File: config.mk
export PLATFORM = sky130hd
export DESIGN_NAME = instqueue
export DESIGN_NICKNAME = d
export VERILOG_FILES = /design/src/rtl/instqueue.sv
export SDC_FILE = /design/constraint.sdc
export NUM_CORES = 1
export LEC_CHECK = 0
export CORE_AREA = 10 10 286 288
export DETAILED_ROUTE_END_ITERATION = 12
export DIE_AREA = 0 0 296 298
export MAX_ROUTING_LAYER = met4
export PLACE_DENSITY = 0.75
export SLEW_MARGIN = 20
export SYNTH_ARGS = -nofsm -noshare
export SYNTH_HDL_FRONTEND = slang
export SYNTH_SLANG_ARGS = --single-unit
File: constraint.sdc
create_clock -name clk_in -period 7.2 [get_ports clk_in]
set_input_delay 1.8 -clock clk_in [delete_from_list [all_inputs] [get_ports clk_in]]
set_output_delay 1.8 -clock clk_in [all_outputs]
set_load 0.1 [all_outputs]
File: src/rtl/instqueue.sv
// instqueue: circular FIFO of fetched instructions and PCs that feeds the decoder one entry per cycle.
module instqueue #(
  parameter int DEPTH_LOG2   = 4,
  parameter int IDWidth      = 32,
  parameter int AddressWidth = 32
) (
  input  logic                    clk_in,
  input  logic                    rst_in,
  input  logic                    rdy_in,
  input  logic                    if_instqueue_en_in,
  input  logic [IDWidth-1:0]      if_instqueue_inst_in,
  input  logic [AddressWidth-1:0] if_instqueue_pc_in,
  output logic                    instqueue_if_full_out,
  input  logic                    RS_instqueue_stall_in,
  input  logic                    flush_in,
  output logic                    instqueue_decoder_en_out,
  output logic [IDWidth-1:0]      instqueue_decoder_inst_out,
  output logic [AddressWidth-1:0] instqueue_decoder_pc_out
);
  localparam int DEPTH = 1 << DEPTH_LOG2;
  localparam int CW    = DEPTH_LOG2 + 1;
  logic [IDWidth-1:0]      inst_q [DEPTH];
  logic [AddressWidth-1:0] pc_q   [DEPTH];
  logic [DEPTH_LOG2-1:0]   head_q, head_d, tail_q, tail_d;
  logic [CW-1:0]           count_q, count_d;
  logic                    en_q, en_d;
  logic [IDWidth-1:0]      inst_out_q, inst_out_d;
  logic [AddressWidth-1:0] pc_out_q, pc_out_d;
  logic                    full, empty, push, pop, flush;
  always_comb begin
    full       = count_q == CW'(DEPTH);
    empty      = count_q == '0;
    flush      = rdy_in & flush_in;
    push       = rdy_in & !flush_in & if_instqueue_en_in & !full;
    pop        = rdy_in & !flush_in & !empty & !RS_instqueue_stall_in;
    head_d     = flush ? '0 : head_q + DEPTH_LOG2'(pop);
    tail_d     = flush ? '0 : tail_q + DEPTH_LOG2'(push);
    count_d    = flush ? '0 : count_q + CW'(push) - CW'(pop);
    en_d       = pop;
    inst_out_d = pop ? inst_q[head_q] : inst_out_q;
    pc_out_d   = pop ? pc_q[head_q] : pc_out_q;
  end
  always_ff @(posedge clk_in) begin
    if (rst_in) begin
      head_q     <= '0;
      tail_q     <= '0;
      count_q    <= '0;
      en_q       <= 1'b0;
      inst_out_q <= '0;
      pc_out_q   <= '0;
    end else begin
      head_q     <= head_d;
      tail_q     <= tail_d;
      count_q    <= count_d;
      en_q       <= en_d;
      inst_out_q <= inst_out_d;
      pc_out_q   <= pc_out_d;
    end
  end
  // Storage needs no reset: pointers and count define which entries are live.
  always_ff @(posedge clk_in) begin
    if (push) begin
      inst_q[tail_q] <= if_instqueue_inst_in;
      pc_q[tail_q]   <= if_instqueue_pc_in;
    end
  end
  assign instqueue_if_full_out      = full;
  assign instqueue_decoder_en_out   = en_q;
  assign instqueue_decoder_inst_out = inst_out_q;
  assign instqueue_decoder_pc_out   = pc_out_q;
endmodule

==> reports/qor.txt, run 1 <==
Status - finished, final reports clean
Syn avg cell area - 23.0 um^2
Initial Utilization - 54.6%
Synthesized flop and latch total - 1,102
CTS tree - yes
DRC errors left - 0
Pins Over Slew Limit - 0
XOR/XNOR share of the synthesized area - 0.170%
Hold-critical path depth - 2
Fin crit share - 61.8%
Unique cell type count in the Yosys netlist - 39
CTS Buffer Depth - 3
Post-Synth Simple-Gate Area - 0.757%
Ys flop type - edfxtp_1
Clock slew at reported path FFs - 0.06 ns
1st-pass router iterations - 5
GRT overflow - 0
Largest net degree at the start of global routing - 132
Post-synthesis compound-gate area fraction - 2.19%
Area after DPL - 43,800 um^2
IO buf count - 135
VDD IR max - 0.233 mV
Post-DR vias/cell - 6.15
Pwr dens - 277 nW/um^2
Post-synthesis sequential area ratio - 78.2%
RePlAce Congestion - 0.749
Worst path depth - 5
Leak pwr - 14.3 nW
Largest delay contributor family on the critical path - buffers and inverters
Rel. slew slack - 25.5%
Hold Slack - 0.473 ns
Area contributors post-synth - edfxtp_1, mux4_2, dfxtp_1
Cell Rows - 101
Clock root buffer - clkbuf_16
Placeable Area - 75,700 um^2
R2R depth - 7
Post-CTS Resized - 0
Via count - 18,800
Final hold violations - 0
Unrepaired setup endpoints after global routing - no
CP peak stage delay - 1.13 ns
Post-synth top area cell - edfxtp_1
Global-route wire length before repair - 128 mm
Antenna violations before repair - 5
Post-synth top area share - 74.4%
Syn_nets - 1,875
P&R area growth vs syn - 14.6%
Worst slew pin tran - 1.12 ns
Avg WL per Cell - 27.6 um
Die H - 298 um
CP Cell Sequence - inv_1 > ha_1 > nand4bb_1 > inv_1 > clkdlybuf4s50_1
CTS buffer count - 106
FMAX - 225 MHz
Worst skew pair latency - 0.66 ns
Most frequent CP cell - inv_1
Adder-cell share of the synthesized area - 0.291%
CTS sink cnt - 1,102
Minimum clock period - 4.45 ns
Worst Path Max Fanout - 3
Hold WC Path Type - reg -> reg
Async SR Flop Fraction - 0%
CTS Hold Bufs - 0
CP bufs+invs - 3
Commonest non-fill, non-tap cells in the layout - edfxtp_1, mux4_2, clkdlybuf4s50_1, mux2i_1, clkbuf_16
Syn Std Cell Area - 41,300 um^2
Post-CTS setup buffer count - 0
H-tree depth - 3
Slowest-stage cell, CP - clkdlybuf4s50_1
Crit path kind - reg -> out
Die Wd - 296 um
CP startpoint kind - flip-flop
Iteration-0 DRC Markers - 1,575
Vias in the first global route - 20,000
Setup TNS - 0 ns
Required @ worst endpoint - 5.40 ns
Post-route ant nets - 0
# IOs - 136
Syn. warnings - 0
Most common cell after layout, fill and taps aside - edfxtp_1
EDFF count, synth - 1,024
Largest family of logic cells by synthesized area - multiplexers
Die Area - 88,200 um^2
WL final - 84.4 mm
Detail Placement HPWL - 44.8 mm
Post-Synthesis Cells - 1,796
CP Data Arrival Time - 2.65 ns
Max Cap Violations - 0
Share of cells above drive strength 1 - 23.2%
Finished Cell Area - 47,400 um^2
Max Clock Skew - 0.0180 ns
Gr usage total - 19.9%
Nets - 2,060
Crit path capture type - output port
Setup violators final - 0
Post-synthesis mux area share - 17.0%
per-layer routing:
| layer | vias up | routed length [um] | GRT usage [%] | share of wire (%) |
|---|---|---|---|---|
| met5 | - | 0 | - | 0 |
| met4 | 0 | 2200 | 6.74 | 2.6 |
| met3 | 141 | 5140 | 3.25 | 6.1 |
| met2 | 705 | 43500 | 32.2 | 52 |
| met1 | 9982 | 33600 | 25.7 | 40 |
| li1 | 7977 | - | - | - |
final cells by class:
cell class | instances | area [um^2]
Clock buffer | 160 | 3120
Multi-Input combinational cell | 592 | 8580
Sequential cell | 1102 | 32300
Timing Repair Buffer | 170 | 1720
Fill cell | 4826 | 28300
Tap cell | 978 | 1220
Clock inverter | 41 | 353
Antenna cell | 5 | 12.5
Inverter | 9 | 33.8
cells in the mapped netlist, types with 2 or more instances:
master     instances
nor2_1            21
and2_1             4
xnor2_1            6
clkbuf_1          32
nor3_1             7
o221ai_1           3
nand2b_1           3
o21ai_0           52
mux2i_1          128
ha_1               8
dfxtp_1           78
buf_6              6
a2bb2oi_1         61
inv_1              9
buf_1             11
nand2_1            8
nand3_1            3
mux4_2           256
a21oi_1            3
buf_8              6
buf_2             30
nor3b_1            2
edfxtp_1        1024
xor2_1             2
buf_4              8
o21ai_1           11
nand3b_1           2
stage by stage:
step,total power [W],instances,util (%),setup WS [ns]
final,0.0131,3057,62.6,2.75
after global routing,0.0135,3057,62.6,2.59
after CTS,0.0132,3051,62.5,2.69
after detailed placement,0.00781,2850,57.9,2.19
after global placement,0.00779,2850,57.9,2.23
after floorplan,0.00758,1796,-,0.0413
worst paths after layout:
path | slack (ns) | start | end
worst max-delay path | 2.75 | count_q[3] | instqueue_if_full_out
worst min-delay path | 0.47 | instqueue_decoder_pc_out[6] | instqueue_decoder_pc_out[6]
worst max register to register | 3.85 | count_q[3] | inst_q[0][2]
worst min register to register | 0.47 | instqueue_decoder_pc_out[6] | instqueue_decoder_pc_out[6]
state kept, by name, summed over array words and instances, names as in the netlist:
signal,flops
inst_q,512
pc_q,512
instqueue_decoder_inst_out,32
instqueue_decoder_pc_out,32
count_q,5
head_q,4
tail_q,4
instqueue_decoder_en_out,1
report_power, final:
part           total, W  switching (W)  internal [W]
Combinational  0.000593       0.000405      0.000187
Sequential      0.00708      0.0000334       0.00705
Clock           0.00543        0.00229       0.00314
worst min-delay path: stages (launching register included):
cell and delay [ns]:
dfxtp_1 0.33, a2bb2oi_1 0.06, o21ai_0 0.06
kinds of logic after synthesis:
| family | Yosys count |
|---|---|
| flops | 1102 |
| xor+xnor | 8 |
| mux | 384 |
| buf+inv | 102 |
| compound gates | 132 |
| fa+ha+maj | 9 |
| simple gates | 59 |
Power figures use the tool's default switching activity.
==> inputs of run 2 (changes only) <==
--- a/config.mk
+++ b/config.mk
@@ -5,11 +5,11 @@
 export SDC_FILE = /design/constraint.sdc
 export NUM_CORES = 1
 export LEC_CHECK = 0
-export CORE_AREA = 10 10 286 288
+export CORE_AREA = 10 10 272 274
 export DETAILED_ROUTE_END_ITERATION = 12
-export DIE_AREA = 0 0 296 298
+export DIE_AREA = 0 0 282 284
 export MAX_ROUTING_LAYER = met4
-export PLACE_DENSITY = 0.75
+export PLACE_DENSITY = 0.79
 export SLEW_MARGIN = 20
 export SYNTH_ARGS = -nofsm -noshare
 export SYNTH_HDL_FRONTEND = slang
==> constraint.sdc (replaced) <==
create_clock -name clk_in -period 4.7 [get_ports clk_in]
set_input_delay 1.175 -clock clk_in [delete_from_list [all_inputs] [get_ports clk_in]]
set_output_delay 1.175 -clock clk_in [all_outputs]
set_load 0.1 [all_outputs]
==> run 2 against run 1 <==
Sequential share of layout area shrank 0.36 points. Routed wire length grew 7.5%. Total power grew 56%. Clock skew grew 0.0053 ns.
==> reports/qor.txt, run 2 (same netlist as run 1, synthesis figures left out) <==
Final hold violations - 0 (unchanged)
Most common cell after layout, fill and taps aside - edfxtp_1
Clock slew at reported path FFs - 0.06 ns (about the same)
Placeable Area - 68,300 um^2 (-9.7%)
P&R area growth vs syn - 15.2%
Unrepaired setup endpoints after global routing - no
CP peak stage delay - 1.13 ns (about the same)
Worst slew pin tran - 1.13 ns (+0.0133 ns)
Die H - 284 um (-4.7%)
Largest registers - inst_q x512, pc_q x512
Leak pwr - 14.4 nW (+0.80%)
RePlAce Congestion - 0.754 (+0.67%)
Pre-CTS WS - 0.702 ns (-1.49 ns)
Cell Rows - 96 (-5.0%)
Post-DR vias/cell - 6.58 (+6.9%)
Worst Path Max Fanout - 3 (unchanged)
Status - finished, final reports clean
Share of cells above drive strength 1 - 23.4% (+0.22 points)
Commonest non-fill, non-tap cells in the layout - edfxtp_1, mux4_2, clkdlybuf4s50_1, mux2i_1, clkbuf_16
Post-CTS Resized - 0 (unchanged)
CP Data Arrival Time - 2.65 ns (about the same)
Die Area - 80,100 um^2 (-9.2%)
Setup violators final - 0 (unchanged)
CP Cell Sequence - inv_1 > ha_1 > nand4bb_1 > inv_1 > clkdlybuf4s50_1
Area after DPL - 44,000 um^2 (+0.40%)
WL final - 90.8 mm (+7.5%)
Detail Placement HPWL - 45.4 mm (+1.4%)
Clock root buffer - clkbuf_16
Max Cap Violations - 0 (unchanged)
CTS Hold Bufs - 0 (unchanged)
Max Clock Skew - 0.0234 ns (+0.00534 ns)
Antenna violations before repair - 6 (+1)
Avg WL per Cell - 30.5 um (+10%)
# IOs - 136 (unchanged)
Gr usage total - 23.8% (+3.8 points)
Pwr dens - 428 nW/um^2 (+55%)
Worst skew pair latency - 0.68 ns (+0.02 ns)
Iteration-0 DRC Markers - 2,104 (+34%)
Via count - 19,600 (+4.1%)
FILL cells - 3,815 (-21%)
GRT overflow - 0 (unchanged)
Vias in the first global route - 21,000 (+4.7%)
Setup TNS - 0 ns (unchanged)
Rel. slew slack - 24.6% (-0.89 points)
CTS sink cnt - 1,102 (unchanged)
Nets - 2,074 (+0.68%)
1st-pass router iterations - 5 (unchanged)
Slowest-stage cell, CP - clkdlybuf4s50_1
Crit path kind - reg -> out
Largest net degree at the start of global routing - 70 (-47%)
Finished Cell Area - 47,600 um^2 (+0.53%)
Post-CTS setup buffer count - 0 (unchanged)
Pins Over Slew Limit - 0 (unchanged)
CTS Buffer Depth - 3 (unchanged)
Die Wd - 282 um (-4.7%)
CTS buffer count - 106 (unchanged)
H-tree depth - 3 (unchanged)
Minimum clock period - 3.82 ns
VDD IR max - 0.339 mV (+46%)
Hold Slack - 0.479 ns (+0.00638 ns)
Required @ worst endpoint - 3.52 ns (-1.88 ns)
Crit path capture type - output port
Most frequent CP cell - inv_1
Worst Setup Slack, final - 0.879 ns (-1.87 ns)
Global-route wire length before repair - 137 mm (+7.0%)
CP startpoint kind - flip-flop
CTS tree - yes
Fin crit share - 81.3%
DRC errors left - 0 (unchanged)
IO buf count - 135 (unchanged)
Post-route ant nets - 0 (unchanged)
Initial Utilization - 60.5% (+5.9 points)
FMAX - 262 MHz
Hold WC Path Type - reg -> reg
## run 2: changes by cell type in the layout (fill, tap and decap cells not counted), moves of 2 or more
cell       previous run  this run
bufinv_16             4        12
buf_12                6        19
buf_6                 2         0
buf_4                26        30
clkbuf_1             29        26
clkbuf_8             24        11
clkinv_1              5        15
nor3_2                3         0
clkinv_2             24        21
clkinv_16             0         2
nor3_4                1         4
## run 2: final timing paths
kind / from / to / slack, ns / cells after the start
setup reg to reg: count_q[3] / count_q[4] / 1.73 / 12
hold reg to reg: instqueue_decoder_pc_out[2] / instqueue_decoder_pc_out[2] / 0.48 / 2
setup / recovery: count_q[3] / instqueue_if_full_out / 0.88 / 5
hold / removal: instqueue_decoder_pc_out[2] / instqueue_decoder_pc_out[2] / 0.48 / 2
## run 2: critical path: cells and delay by family, from the launching register on
| kind | cells | cell delay, ns |
|---|---|---|
| AND/OR/NAND/NOR | 1 | 0.17 |
| buffers and inverters | 3 | 1.29 |
| adder cells (fa/ha/maj) | 1 | 0.19 |
| flip-flops | 1 | 0.33 |
## run 2: routing by layer
layer	share of wire [%]	vias to the layer above	GRT usage (%)
li1	-	8002	-
met1	37	10400	29.8
met2	53	1003	39.3
met3	7.5	178	4.04
met4	2.9	0	7.76
met5	0	-	-
## run 2: report_power, final
group,internal (W),switching [W]
Sequential,0.0108,0.0000674
Combinational,0.000291,0.000617
Clock,0.00501,0.00360
Total,0.0161,0.00428
## run 2: layout make-up
| cell class | count | area, um^2 | share of cell area, % |
|---|---|---|---|
| Clock buffer | 143 | 2900 | 6.09 |
| Tap cell | 882 | 1100 | 2.32 |
| Inverter | 9 | 33.8 | 0.0710 |
| Timing Repair Buffer | 184 | 1960 | 4.11 |
| Antenna cell | 5 | 12.5 | 0.0263 |
| Multi-Input combinational cell | 592 | 8600 | 18.1 |
| Sequential cell | 1102 | 32300 | 67.9 |
| Clock inverter | 59 | 679 | 1.43 |
## run 2: per-stage QoR
stage	total power [W]	utilization, %	instances
3_3_place_gp	0.0119	64.4	2769
5_1_grt	0.0209	69.7	2976
6_report	0.0204	69.7	2976
2_1_floorplan	0.0116	-	1796
3_5_place_dp	0.0120	64.4	2769
4_1_cts	0.0205	69.6	2971
==> inputs of run 3 (changes only) <==
==> constraint.sdc (replaced) <==
create_clock -name clk_in -period 3.91 [get_ports clk_in]
set_input_delay 0.9775 -clock clk_in [delete_from_list [all_inputs] [get_ports clk_in]]
set_output_delay 0.9775 -clock clk_in [all_outputs]
set_load 0.1 [all_outputs]
==> run 3 against run 2 <==
Clock-buffer cell count increased by 14. Worst hold slack worse by 0.0078 ns. Clock skew increased by 0.0037 ns. Setup slack lost 0.34 ns. Design area up 0.16%. First-iteration DRC count down 5.6%. Largest cell class unchanged. Highest routed layer unchanged.
==> reports/qor.txt, run 3 (same netlist as run 1, synthesis figures left out) <==
Max Clock Skew - 0.0271 ns (+0.00372 ns)
CP Cell Sequence - clkdlybuf4s50_1
H-tree depth - 3 (unchanged)
Layout Utilization - 69.8% (+0.11 points)
Crit path capture type - output port
Final hold violations - 0 (unchanged)
Max Cap Violations - 0 (unchanged)
Gr usage total - 23.6% (-0.20 points)
Rel. slew slack - 24.6% (about the same)
FMAX - 297 MHz
Area after DPL - 44,200 um^2 (+0.47%)
Setup TNS - 0 ns (unchanged)
P&R area growth vs syn - 15.4%
Post-CTS Resized - 0 (unchanged)
1st-pass router iterations - 5 (unchanged)
# IOs - 136 (unchanged)
Commonest non-fill, non-tap cells in the layout - edfxtp_1, mux4_2, clkdlybuf4s50_1, mux2i_1, clkbuf_16
CTS tree - yes
Largest delay contributor family on the critical path - buffers and inverters
Post-DR vias/cell - 6.54 (-0.63%)
Die H - 284 um (unchanged)
Worst Path Max Fanout - 2 (-1)
CP bufs+invs - 1 (-2)
Post-CTS setup buffer count - 0 (unchanged)
Die Area - 80,100 um^2 (unchanged)
Cell Rows - 96 (unchanged)
Hold WC Path Type - reg -> reg
CTS buffer count - 105 (-0.94%)
Largest registers - inst_q x512, pc_q x512
Detail Placement HPWL - 44.2 mm (-2.6%)
WL final - 90.4 mm (-0.46%)
IO buf count - 135 (unchanged)
Minimum clock period - 3.37 ns
DRC errors left - 0 (unchanged)
Iteration-0 DRC Markers - 1,987 (-5.6%)
Die Wd - 282 um (unchanged)
Pins Over Slew Limit - 0 (unchanged)
Hold Slack - 0.472 ns (-0.00781 ns)
CP Data Arrival Time - 2.39 ns (-0.26 ns)
Nets - 2,082 (+0.39%)
Initial Utilization - 60.5% (unchanged)
Global-route wire length before repair - 135 mm (-1.9%)
Via count - 19,500 (-0.26%)
CTS sink cnt - 1,102 (unchanged)
Clock slew at reported path FFs - 0.06 ns (about the same)
Post-route ant nets - 0 (unchanged)
CP peak stage delay - 1.21 ns (+0.08 ns)
GRT overflow - 0 (unchanged)
CTS Buffer Depth - 3 (unchanged)
VDD IR max - 0.411 mV (+21%)
Largest net degree at the start of global routing - 65 (-7.1%)
Antenna violations before repair - 11 (+5)
RePlAce Congestion - 0.770 (+2.2%)
Leak pwr - 14.4 nW (+0.21%)
Pwr dens - 508 nW/um^2 (+19%)
Avg WL per Cell - 30.3 um (-0.82%)
Fin crit share - 86.1%
Clock root buffer - clkbuf_16
Status - finished, final reports clean
Vias in the first global route - 20,600 (-1.9%)
Worst skew pair latency - 0.67 ns (about the same)
Most common cell after layout, fill and taps aside - edfxtp_1
Slowest-stage cell, CP - clkdlybuf4s50_1
CP startpoint kind - flip-flop
FILL cells - 3,779 (-0.94%)
Placeable Area - 68,300 um^2 (unchanged)
Finished Cell Area - 47,700 um^2 (+0.16%)
FF+latch area - 32,300 um^2 (unchanged)
Required @ worst endpoint - 2.93 ns (-0.59 ns)
Crit path kind - reg -> out
Worst slew pin tran - 1.13 ns (+0.000242 ns)
Share of cells above drive strength 1 - 23.4% (-0.030 points)
Unrepaired setup endpoints after global routing - no
Setup violators final - 0 (unchanged)
Multi-input gate area - 8600 um^2 (unchanged)
CTS Hold Bufs - 0 (unchanged)
## run 3: cell types whose count changed in the layout (fill, tap and decap cells not counted), sizes merged
cell           previous run  this run
buf                      49        63
clkbuf                  143       157
clkinvlp                  3         0
clkinv                   42        33
bufinv                   12         8
diode                     5         9
clkdlybuf4s50           135       130
## run 3: worst min-delay path: cells and delay by family (launching register included)
family,cells,cell delay [ns]
compound gates,2,0.12
flops,1,0.33
## run 3: power by group
part	switching (W)	leakage (nW)	total (W)	internal [W]
logic	0.000740	2.90	0.00109	0.000351
registers	0.0000806	9.84	0.0131	0.0130
clock network	0.00424	1.68	0.0101	0.00582
## run 3: per-layer routing
metal | wire (um) | global-route usage [%]
met1 | 34000 | 30.3
met5 | 0 | -
met3 | 7690 | 4.61
met2 | 45700 | 37.3
met4 | 2990 | 8.69
## run 3: worst paths after layout
path / start / endpoint / slack [ns] / cells after the start
worst max-delay path: instqueue_decoder_pc_out[4] / instqueue_decoder_pc_out[4] / 0.54 / 1
worst max register to register: count_q[3] / count_q[4] / 0.94 / 12
worst min register to register: instqueue_decoder_pc_out[0] / instqueue_decoder_pc_out[0] / 0.47 / 2
worst min-delay path: instqueue_decoder_pc_out[0] / instqueue_decoder_pc_out[0] / 0.47 / 2
## run 3: cell type report
type | count | area share [%]
tap | 882 | 2.31
timing repair buffer | 193 | 4.53
inverter | 9 | 0.0708
antenna | 9 | 0.0472
clock buffer | 157 | 6.26
sequential | 1102 | 67.8
clock inverter | 43 | 0.952
multi-input combinational | 592 | 18.0
## run 3: per-stage QoR
step	setup slack [ns]	cells	power (W)
after floorplan	-0.830	1796	0.0139
after global placement	0.201	2778	0.0143
after detailed placement	0.141	2778	0.0144
after CTS	0.546	2978	0.0243
after global routing	0.505	2987	0.0248
final	0.542	2987	0.0242
